==> src/rtl/seq_divider.sv <==
// Multi-cycle restoring integer divider: one quotient bit per clock, signed or
// unsigned per operation, with divide-by-zero and signed-overflow flags.
module seq_divider #(
  parameter int WIDTH = 8,
  parameter int CW    = $clog2(WIDTH + 1)
) (
  input  logic             clk,
  input  logic             rst,
  input  logic             start,
  input  logic             signed_mode,
  input  logic [WIDTH-1:0] dividend,
  input  logic [WIDTH-1:0] divisor,
  output logic             busy,
  output logic             done,
  output logic [WIDTH-1:0] quotient,
  output logic [WIDTH-1:0] remainder,
  output logic             div_by_zero,
  output logic             overflow
);

  typedef enum logic [1:0] {IDLE, RUN, FINISH} state_t;

  localparam logic [WIDTH-1:0] MIN_NEG = {1'b1, {(WIDTH-1){1'b0}}};

  state_t           state;
  logic [WIDTH:0]   rem_p0;
  logic [WIDTH-1:0] quo_p0;
  logic [WIDTH-1:0] dsr_p0;
  logic [WIDTH-1:0] dvd_p0;
  logic [CW-1:0]    cnt;
  logic             qneg_p0;
  logic             rneg_p0;
  logic             dz_p0;
  logic             ovf_p0;

  logic [WIDTH:0]   rem_sh;
  logic [WIDTH:0]   trial;
  logic             dvd_neg;
  logic             dsr_neg;
  logic             ovf_case;

  // Magnitude of a two's-complement operand; the most negative value wraps to
  // itself, which read as unsigned is exactly its magnitude.
  function automatic logic [WIDTH-1:0] magnitude(input logic signed [WIDTH-1:0] v,
                                                 input logic neg);
    return neg ? -v : v;
  endfunction

  function automatic logic [WIDTH-1:0] apply_sign(input logic [WIDTH-1:0] v,
                                                  input logic neg);
    return neg ? -v : v;
  endfunction

  always_comb begin
    dvd_neg  = signed_mode & dividend[WIDTH-1];
    dsr_neg  = signed_mode & divisor[WIDTH-1];
    ovf_case = signed_mode && (dividend == MIN_NEG) && (&divisor);
    rem_sh   = (rem_p0 << 1) | {{WIDTH{1'b0}}, quo_p0[WIDTH-1]};
    trial    = rem_sh - {1'b0, dsr_p0};
  end

  always_ff @(posedge clk) begin
    if (rst) begin
      state       <= IDLE;
      busy        <= 1'b0;
      done        <= 1'b0;
      quotient    <= '0;
      remainder   <= '0;
      div_by_zero <= 1'b0;
      overflow    <= 1'b0;
      rem_p0      <= '0;
      quo_p0      <= '0;
      dsr_p0      <= '0;
      dvd_p0      <= '0;
      cnt         <= '0;
      qneg_p0     <= 1'b0;
      rneg_p0     <= 1'b0;
      dz_p0       <= 1'b0;
      ovf_p0      <= 1'b0;
    end else begin
      done <= 1'b0;
      case (state)
        // Accept: latch raw dividend (for divide-by-zero), magnitudes and signs
        IDLE: begin
          if (start) begin
            busy    <= 1'b1;
            dvd_p0  <= dividend;
            quo_p0  <= magnitude($signed(dividend), dvd_neg);
            dsr_p0  <= magnitude($signed(divisor), dsr_neg);
            rem_p0  <= '0;
            cnt     <= CW'(WIDTH);
            qneg_p0 <= dvd_neg ^ dsr_neg;
            rneg_p0 <= dvd_neg;
            dz_p0   <= (divisor == '0);
            ovf_p0  <= ovf_case;
            state   <= (divisor == '0) ? FINISH : RUN;
          end
        end
        // Iterate: shift, trial-subtract, keep or restore
        RUN: begin
          if (!trial[WIDTH]) begin
            rem_p0 <= trial;
            quo_p0 <= {quo_p0[WIDTH-2:0], 1'b1};
          end else begin
            rem_p0 <= rem_sh;
            quo_p0 <= {quo_p0[WIDTH-2:0], 1'b0};
          end
          cnt <= cnt - CW'(1);
          if (cnt == CW'(1)) state <= FINISH;
        end
        // Result: restore signs and publish with a one-cycle done
        FINISH: begin
          if (dz_p0) begin
            quotient  <= '1;
            remainder <= dvd_p0;
          end else begin
            quotient  <= apply_sign(quo_p0, qneg_p0);
            remainder <= apply_sign(rem_p0[WIDTH-1:0], rneg_p0);
          end
          div_by_zero <= dz_p0;
          overflow    <= ovf_p0;
          done        <= 1'b1;
          busy        <= 1'b0;
          state       <= IDLE;
        end
        default: state <= IDLE;
      endcase
    end
  end

endmodule

==> config.mk <==
export PLATFORM = sky130hd
export DESIGN_NAME = seq_divider
export DESIGN_NICKNAME = d
export VERILOG_FILES = /design/src/rtl/seq_divider.sv
export SDC_FILE = /design/constraint.sdc
export NUM_CORES = 1
export LEC_CHECK = 0
export ABC_AREA = 1
export CAP_MARGIN = 30
export CORE_MARGIN = 2
export CORE_UTILIZATION = 40
export DETAILED_ROUTE_END_ITERATION = 12
export HOLD_SLACK_MARGIN = 0.1
export PLACE_DENSITY = 0.69
export SETUP_SLACK_MARGIN = 0.1
export SYNTH_ARGS = -nofsm -noshare
export SYNTH_HDL_FRONTEND = slang
export SYNTH_SLANG_ARGS = --single-unit
==> constraint.sdc <==
create_clock -name clk -period 2.72 [get_ports clk]
set_clock_uncertainty 0.05 [all_clocks]
set_input_delay 0.544 -clock clk [delete_from_list [all_inputs] [get_ports clk]]
set_output_delay 0.544 -clock clk [all_outputs]
set_load 0.005 [all_outputs]
==> impl_metrics.xml, run 1 <==
<?xml version="1.0" encoding="UTF-8"?>
<metrics>
  <group name="setup_path">
    <metric name="timing.critical_path.arrival" unit="ns">2.26</metric>
    <metric name="slowest_delay" unit="ns">0.40</metric>
    <metric name="critPathTopFamily" unit="">simple AND/OR/NAND/NOR gates</metric>
    <metric name="crit_path_end_kind" unit="">flip-flop</metric>
    <metric name="req_time_crit_path" unit="ns">2.95</metric>
    <metric name="crit_buf_inv" unit="">2</metric>
    <metric name="path_cells" unit="">inv_1 &gt; ha_1 &gt; inv_1 &gt; fa_1 &gt; nand2_1 &gt; nand2_2 &gt; nand3_2 &gt; nand2_2 &gt; nand2_4 &gt; nand2_4 &gt; nand2_1 &gt; nand3_1 &gt; a21oi_1</metric>
    <metric name="timing.critical_path.fanout_max" unit="">9</metric>
    <metric name="critPathLaunchType" unit="">flip-flop</metric>
    <metric name="timing_worst_setup_path_type" unit="">reg -&gt; reg</metric>
    <metric name="worst_path_max_delay_cell" unit="">sky130_fd_sc_hd__fa_1</metric>
  </group>
  <group name="power_and_ir_drop">
    <metric name="max-vdd-ir-drop" unit="uV">302</metric>
    <metric name="power.static_leakage" unit="nW">1.90</metric>
    <metric name="finalPower" unit="mW">3.00</metric>
    <metric name="power-per-cell-area" unit="nW/um2">707</metric>
  </group>
  <group name="run_status">
    <metric name="outcome" unit="">complete, no violations</metric>
  </group>
  <group name="route">
    <metric name="vias" unit="">3467</metric>
    <metric name="routed_wl" unit="um">9150</metric>
    <metric name="drt_iter0_markers" unit="">171</metric>
    <metric name="drt_drc_violations_left" unit="">0</metric>
    <metric name="wire_per_inst" unit="um">13.8</metric>
    <metric name="length_of_the_first_detailed_routing_pass_in_iterations" unit="">6</metric>
    <metric name="vias_per_cell" unit="">5.21</metric>
    <metric name="postRouteAntennaNets" unit="">0</metric>
  </group>
  <group name="global_route">
    <metric name="grt_first_pass_wirelength" unit="um">15200</metric>
    <metric name="grt_max_degree" unit="">36</metric>
    <metric name="first_global_vias" unit="">3133</metric>
    <metric name="global_route.usage.met3" unit="">0.0472</metric>
    <metric name="grt.met1_usage" unit="">0.273</metric>
    <metric name="antenna_violations_before_repair" unit="">0</metric>
    <metric name="met2_usage_in_global_routing" unit="">0.303</metric>
    <metric name="grt_usage" unit="">0.197</metric>
    <metric name="grt-ovfl-total" unit="">0</metric>
    <metric name="grt.busiest_layer" unit="">met2</metric>
  </group>
  <group name="clocking">
    <metric name="h-tree-depth" unit="">3</metric>
    <metric name="cts-root-buf" unit="">sky130_fd_sc_hd__clkbuf_8</metric>
    <metric name="tritoncts" unit="">done</metric>
    <metric name="cts-root-to-sink-buffers" unit="">2</metric>
    <metric name="clkLatencyLatePin" unit="ns">0.36</metric>
    <metric name="cts_resized" unit="">0</metric>
    <metric name="clk_pin_slew_worst_paths" unit="ns">0.07</metric>
    <metric name="tritoncts.num_buffers" unit="">9</metric>
    <metric name="hold_buffers" unit="">0</metric>
    <metric name="cts_num_sinks" unit="">62</metric>
    <metric name="cts_setup_buffers" unit="">0</metric>
  </group>
  <group name="floorplan">
    <metric name="design.portCount" unit="">40</metric>
    <metric name="rows" unit="">34</metric>
    <metric name="die_width" unit="um">98.1</metric>
    <metric name="floorplan.initialDensity" unit="">0.410</metric>
    <metric name="dieArea" unit="um2">9630</metric>
    <metric name="core-area" unit="um2">8640</metric>
    <metric name="die_y" unit="um">98.1</metric>
  </group>
  <group name="final_layout">
    <metric name="synthToLayoutAreaGrowth" unit="%">19.7</metric>
    <metric name="stdcell_count" unit="">665</metric>
    <metric name="post_route_cell_area" unit="um2">4240</metric>
    <metric name="fin_nets" unit="">588</metric>
    <metric name="most-common-layout-cells" unit="">sky130_fd_sc_hd__nand2_1, sky130_fd_sc_hd__inv_1, sky130_fd_sc_hd__dfxtp_1, sky130_fd_sc_hd__nand3_1, sky130_fd_sc_hd__clkdlybuf4s50_1</metric>
    <metric name="final_common_cell" unit="">sky130_fd_sc_hd__nand2_1</metric>
    <metric name="antenna_cells_inserted" unit="">0</metric>
    <metric name="layout-drive-gt1-share" unit="">0.0682</metric>
  </group>
  <group name="synth">
    <metric name="post_synth_mux_area_share" unit="">0</metric>
    <metric name="postSynth.asyncResetShare" unit="">0</metric>
    <metric name="synthAdderAreaFrac" unit="">0.0586</metric>
    <metric name="post_synth.cell_area_avg" unit="um2">6.88</metric>
    <metric name="yosys.area_share.xor_xnor" unit="">0.0321</metric>
    <metric name="number_of_enable_type_register_cells_in_the_synthesized_netlist" unit="">0</metric>
    <metric name="synth.area.top_cells" unit="">sky130_fd_sc_hd__dfxtp_1, sky130_fd_sc_hd__nand2_1, sky130_fd_sc_hd__inv_1, sky130_fd_sc_hd__nand3_1, sky130_fd_sc_hd__ha_1</metric>
    <metric name="synthesis.nets" unit="">551</metric>
    <metric name="ys_types" unit="">38</metric>
    <metric name="area_fraction_in_compound_gates_after_synthesis" unit="">0.165</metric>
    <metric name="synth_simple_gate_area_share" unit="">0.282</metric>
    <metric name="post-synth-top-area-fraction" unit="">0.350</metric>
    <metric name="yosysWarningCount" unit="">0</metric>
    <metric name="ys_ff_latch" unit="">62</metric>
    <metric name="synth_top_cell_by_area" unit="">sky130_fd_sc_hd__dfxtp_1</metric>
    <metric name="largest_family_of_logic_cells_by_synthesized_area" unit="">simple AND/OR/NAND/NOR gates</metric>
    <metric name="synth_area" unit="um2">3540</metric>
    <metric name="synth-seq-area-share" unit="">0.350</metric>
    <metric name="synth_instances" unit="">515</metric>
    <metric name="dominantRegCellSynth" unit="">sky130_fd_sc_hd__dfxtp_1</metric>
  </group>
  <group name="timing">
    <metric name="final-max-slew-violation-count" unit="">0</metric>
    <metric name="max_slew_margin" unit="">0.686</metric>
    <metric name="rsz_0062_raised_after_global_routing" unit="">no</metric>
    <metric name="maxClockFrequency" unit="GHz">0.492</metric>
    <metric name="layout_worst_path_cycle_share" unit="">0.747</metric>
    <metric name="max_slew.worst_pin.slew" unit="ns">0.470</metric>
    <metric name="report.final.hold_viol_count" unit="">0</metric>
    <metric name="timing.final.setup_violations" unit="">0</metric>
    <metric name="post-route-worst-setup-slack" unit="ns">0.687</metric>
    <metric name="setup_tns" unit="ns">0</metric>
    <metric name="finalCriticalPeriod" unit="ns">2.03</metric>
  </group>
  <group name="placed_design">
    <metric name="total_placed_instance_area" unit="um2">4020</metric>
    <metric name="dpl.hpwl" unit="um">6850</metric>
    <metric name="dp_cells" unit="">649</metric>
    <metric name="routabilityCongestion" unit="">0.911</metric>
    <metric name="portBuffers" unit="">39</metric>
    <metric name="post-place-ws" unit="ns">0.640</metric>
  </group>
  <group name="worst_hold_path">
    <metric name="hold_path.class" unit="">reg -&gt; reg</metric>
  </group>
  <group name="job">
    <metric name="timing.max_cap.violations" unit="">0</metric>
  </group>
</metrics>
routing by layer:
metal	vias to the layer above	routed length [um]
li1	1761	-
met1	1585	4420
met3	7	550
met4	0	76
met5	-	0
met2	114	4110
sequential cells by signal, indices dropped and copies added (netlist names):
register / count
overflow: 1
quo_p0: 8
ovf_p0: 1
dz_p0: 1
rem_p0: 8
remainder: 8
quotient: 8
dvd_p0: 8
div_by_zero: 1
busy: 1
state: 2
done: 1
rneg_p0: 1
cnt: 4
qneg_p0: 1
dsr_p0: 8
synth_stat cells, types with 2 or more instances:
library cell	number
sky130_fd_sc_hd__nand2_1	121
sky130_fd_sc_hd__inv_1	80
sky130_fd_sc_hd__dfxtp_1	62
sky130_fd_sc_hd__nand3_1	41
sky130_fd_sc_hd__nor2_1	35
sky130_fd_sc_hd__o21ai_0	33
sky130_fd_sc_hd__a21oi_1	32
sky130_fd_sc_hd__ha_1	15
sky130_fd_sc_hd__clkbuf_1	11
sky130_fd_sc_hd__xor2_1	11
sky130_fd_sc_hd__a31oi_1	10
sky130_fd_sc_hd__o221ai_1	7
sky130_fd_sc_hd__nor3_1	6
sky130_fd_sc_hd__a211oi_1	5
sky130_fd_sc_hd__buf_2	5
sky130_fd_sc_hd__nand4_1	4
sky130_fd_sc_hd__nor4_1	4
sky130_fd_sc_hd__inv_2	3
sky130_fd_sc_hd__nand2_2	3
sky130_fd_sc_hd__nand3_2	3
sky130_fd_sc_hd__o211ai_1	3
sky130_fd_sc_hd__a22oi_1	2
sky130_fd_sc_hd__nand2_4	2
sky130_fd_sc_hd__nand3b_1	2
sky130_fd_sc_hd__xnor2_1	2
cell type report:
class                      instances  area [um2]
tap                              108         135
fill                             861        4390
inverter                          83         312
sequential                        62        1240
timing repair buffer              44         428
clock buffer                       9         124
multi-input combinational        352        1910
clock inverter                     7        97.6
power breakdown:
group | total (mW) | switching, mW | internal, mW
Sequential | 1.06 | 0.0736 | 0.989
Combinational | 1.01 | 0.633 | 0.375
Clock | 0.928 | 0.408 | 0.520
cells by family after synthesis:
group | count (synthesis)
xor+xnor | 13
buf+inv | 101
compound gates | 98
flops | 62
fa+ha+maj | 16
simple gates | 225
worst min-delay path, cell delays in order, from the launching register on:
cell and delay, ns:
sky130_fd_sc_hd__dfxtp_1 0.30, sky130_fd_sc_hd__inv_1 0.06, sky130_fd_sc_hd__a21oi_1 0.05
final timing paths:
check                           slack, ns  cells past startpoint                     end              startpoint
worst max-delay path                 0.69                     13  rem_p0[6]$_SDFFE_PP0P_  quo_p0[7]$_SDFFE_PP0P_
worst min register to register       0.41                      2  dvd_p0[7]$_SDFFE_PP0P_  dvd_p0[7]$_SDFFE_PP0P_
worst max register to register       0.69                     13  rem_p0[6]$_SDFFE_PP0P_  quo_p0[7]$_SDFFE_PP0P_
worst min-delay path                 0.41                      2  dvd_p0[7]$_SDFFE_PP0P_  dvd_p0[7]$_SDFFE_PP0P_
metrics by stage:
stage	util	hold WS, ns
5_1_grt	0.491	0.448
3_3_place_gp	0.466	0.388
3_5_place_dp	0.466	0.395
6_report	0.491	0.407
2_1_floorplan	-	0.375
4_1_cts	0.491	0.406
Note: power is estimated with default switching activity, not from simulation.
==> inputs of run 2 (changes only) <==
Clock period 2.72 ns to 1.9 ns, I/O delays scaled along.
==> impl_metrics.xml, run 2 (synthesis gave the netlist of run 1 again) <==
<?xml version="1.0" encoding="UTF-8"?>
<metrics>
  <group name="timing">
    <metric name="finalCriticalPeriod" unit="ns">1.85</metric>
    <metric name="max_slew_margin" unit="">0.711</metric>
    <metric name="rsz_0062_raised_after_global_routing" unit="">yes</metric>
    <metric name="post-route-worst-setup-slack" unit="ns">0.0513</metric>
    <metric name="timing.final.setup_violations" unit="">0</metric>
    <metric name="setup_tns" unit="ns">0</metric>
    <metric name="final-max-slew-violation-count" unit="">0</metric>
    <metric name="max_slew.worst_pin.slew" unit="ns">0.429</metric>
    <metric name="report.final.hold_viol_count" unit="">0</metric>
    <metric name="layout_worst_path_cycle_share" unit="">0.973</metric>
    <metric name="maxClockFrequency" unit="GHz">0.541</metric>
  </group>
  <group name="route">
    <metric name="drt_iter0_markers" unit="">218</metric>
    <metric name="wire_per_inst" unit="um">13.7</metric>
    <metric name="postRouteAntennaNets" unit="">0</metric>
    <metric name="vias_per_cell" unit="">5.27</metric>
    <metric name="drt_drc_violations_left" unit="">0</metric>
    <metric name="routed_wl" unit="um">9390</metric>
    <metric name="length_of_the_first_detailed_routing_pass_in_iterations" unit="">5</metric>
    <metric name="vias" unit="">3603</metric>
  </group>
  <group name="clocking">
    <metric name="cts-root-to-sink-buffers" unit="">2</metric>
    <metric name="tritoncts" unit="">done</metric>
    <metric name="clkLatencyLatePin" unit="ns">0.34</metric>
    <metric name="h-tree-depth" unit="">3</metric>
    <metric name="tritoncts.num_buffers" unit="">9</metric>
    <metric name="clk_pin_slew_worst_paths" unit="ns">0.07</metric>
    <metric name="cts_num_sinks" unit="">62</metric>
    <metric name="cts-root-buf" unit="">sky130_fd_sc_hd__clkbuf_8</metric>
  </group>
  <group name="power_and_ir_drop">
    <metric name="p_seq_frac" unit="">0.333</metric>
    <metric name="power.switching_fraction" unit="">0.369</metric>
    <metric name="power-per-cell-area" unit="nW/um2">1010</metric>
    <metric name="power.static_leakage" unit="nW">1.99</metric>
    <metric name="finalPower" unit="mW">4.59</metric>
    <metric name="power.share.clock" unit="">0.284</metric>
    <metric name="max-vdd-ir-drop" unit="uV">368</metric>
    <metric name="internal_cell_power" unit="mW">2.90</metric>
    <metric name="power.net_switching" unit="mW">1.69</metric>
    <metric name="combPwrFrac" unit="">0.384</metric>
  </group>
  <group name="setup_path">
    <metric name="critPathLaunchType" unit="">flip-flop</metric>
    <metric name="crit_buf_inv" unit="">2</metric>
    <metric name="crit_path_end_kind" unit="">flip-flop</metric>
    <metric name="slowest_delay" unit="ns">0.34</metric>
    <metric name="timing.critical_path.fanout_max" unit="">8</metric>
    <metric name="timing.critical_path.arrival" unit="ns">2.08</metric>
    <metric name="req_time_crit_path" unit="ns">2.13</metric>
    <metric name="critPathTopFamily" unit="">simple AND/OR/NAND/NOR gates</metric>
    <metric name="worst_r2r_path_depth" unit="">13</metric>
    <metric name="path_cells" unit="">inv_2 &gt; ha_4 &gt; inv_2 &gt; fa_2 &gt; nand2_2 &gt; nand2_4 &gt; nand3_4 &gt; nand2_4 &gt; nand2_8 &gt; nand2_8 &gt; nand2_1 &gt; nand3_1 &gt; a21oi_2</metric>
    <metric name="timing_worst_setup_path_type" unit="">reg -&gt; reg</metric>
    <metric name="cp_num_cells" unit="">13</metric>
    <metric name="worst_path_max_delay_cell" unit="">sky130_fd_sc_hd__fa_2</metric>
  </group>
  <group name="floorplan">
    <metric name="core-area" unit="um2">8640</metric>
    <metric name="floorplan.initialDensity" unit="">0.410</metric>
    <metric name="die_y" unit="um">98.1</metric>
    <metric name="rows" unit="">34</metric>
    <metric name="dieArea" unit="um2">9630</metric>
    <metric name="design.portCount" unit="">40</metric>
    <metric name="die_width" unit="um">98.1</metric>
  </group>
  <group name="run_status">
    <metric name="outcome" unit="">complete, no violations</metric>
  </group>
  <group name="final_layout">
    <metric name="antenna_cells_inserted" unit="">0</metric>
    <metric name="post_route_cell_area" unit="um2">4540</metric>
    <metric name="final_common_cell" unit="">sky130_fd_sc_hd__nand2_1</metric>
    <metric name="fin_nets" unit="">607</metric>
    <metric name="layout-drive-gt1-share" unit="">0.134</metric>
    <metric name="synthToLayoutAreaGrowth" unit="%">28.1</metric>
    <metric name="most-common-layout-cells" unit="">sky130_fd_sc_hd__nand2_1, sky130_fd_sc_hd__inv_1, sky130_fd_sc_hd__dfxtp_1, sky130_fd_sc_hd__nand3_1, sky130_fd_sc_hd__clkdlybuf4s50_1</metric>
  </group>
  <group name="global_route">
    <metric name="first_global_vias" unit="">3201</metric>
    <metric name="grt_usage" unit="">0.196</metric>
    <metric name="antenna_violations_before_repair" unit="">0</metric>
    <metric name="grt_first_pass_wirelength" unit="um">15300</metric>
    <metric name="grt_max_degree" unit="">36</metric>
    <metric name="grt-ovfl-total" unit="">0</metric>
  </group>
  <group name="worst_hold_path">
    <metric name="hold_path.class" unit="">reg -&gt; reg</metric>
    <metric name="min_delay_path_depth" unit="">2</metric>
  </group>
  <group name="placed_design">
    <metric name="routabilityCongestion" unit="">0.850</metric>
    <metric name="portBuffers" unit="">39</metric>
    <metric name="total_placed_instance_area" unit="um2">4150</metric>
    <metric name="post-place-ws" unit="ns">0.0249</metric>
    <metric name="dpl.hpwl" unit="um">6920</metric>
  </group>
  <group name="job">
    <metric name="timing.max_cap.violations" unit="">0</metric>
  </group>
</metrics>
-- run 2: cell types whose count changed in the layout (fill, tap and decap cells not counted), moves of 3 or more --
cell	previous run	this run
sky130_fd_sc_hd__ha_1	15	11
sky130_fd_sc_hd__a21oi_1	32	29
sky130_fd_sc_hd__ha_4	0	4
sky130_fd_sc_hd__buf_4	5	19
sky130_fd_sc_hd__dfxtp_2	0	3
sky130_fd_sc_hd__nand2_2	3	6
sky130_fd_sc_hd__nand2_1	121	117
sky130_fd_sc_hd__a21oi_2	1	4
sky130_fd_sc_hd__dfxtp_1	62	59
sky130_fd_sc_hd__inv_1	80	77
-- run 2: per-layer routing --
metal,track usage,wire length (um),up-vias
li1,-,-,1807
met1,0.273,4400,1665
met2,0.303,4330,121
met3,0.0451,569,10
met4,0.0566,94,0
met5,0,0,-
-- run 2: repair_timing --
item                                    4_1_cts  5_1_grt
gates resized for setup                      10       16
endpoints found under the setup margin        8       15
buffers inserted                              1        2
hold buffers                                  0        0
gates cloned                                  1        1
pin swaps                                     7       16
-- run 2: final timing paths --
path / endpoint / slack, ns / start
min: dvd_p0[7]$_SDFFE_PP0P_ / 0.40 / dvd_p0[7]$_SDFFE_PP0P_
min reg2reg: dvd_p0[7]$_SDFFE_PP0P_ / 0.40 / dvd_p0[7]$_SDFFE_PP0P_
max: rem_p0[0]$_SDFFE_PP0P_ / 0.05 / quo_p0[7]$_SDFFE_PP0P_
max reg2reg: rem_p0[0]$_SDFFE_PP0P_ / 0.05 / quo_p0[7]$_SDFFE_PP0P_
-- run 2: power by group through the flow --
stage	logic, mW	registers, mW	clock network [mW]
2_1_floorplan	1.12	1.51	0
3_5_place_dp	1.50	1.54	0
4_1_cts	1.57	1.52	1.32
5_1_grt	1.98	1.54	1.38
3_3_place_gp	1.48	1.54	0
6_report	1.76	1.53	1.30
-- run 2: final cells by class --
cell class	instances	area [um2]
multi-input cells	354	2040
flip-flops and latches	62	1240
clock inverters	6	85.1
well taps	108	135
repair buffers	61	584
fillers	832	4100
clock buffers	10	138
inverters	83	315
-- run 2: tightest hold or removal path: stages (launching register included) --
cell and delay (ns):
sky130_fd_sc_hd__dfxtp_1 0.30, sky130_fd_sc_hd__inv_1 0.06, sky130_fd_sc_hd__a21oi_1 0.05
-- run 2: stage by stage --
stage                     utilization  hold WS (ns)  cells
after floorplan                     -         0.375    515
after global placement          0.481         0.390    663
after detailed placement        0.481         0.397    663
after CTS                       0.512         0.407    681
after global routing            0.526         0.430    684
final                           0.526         0.402    684
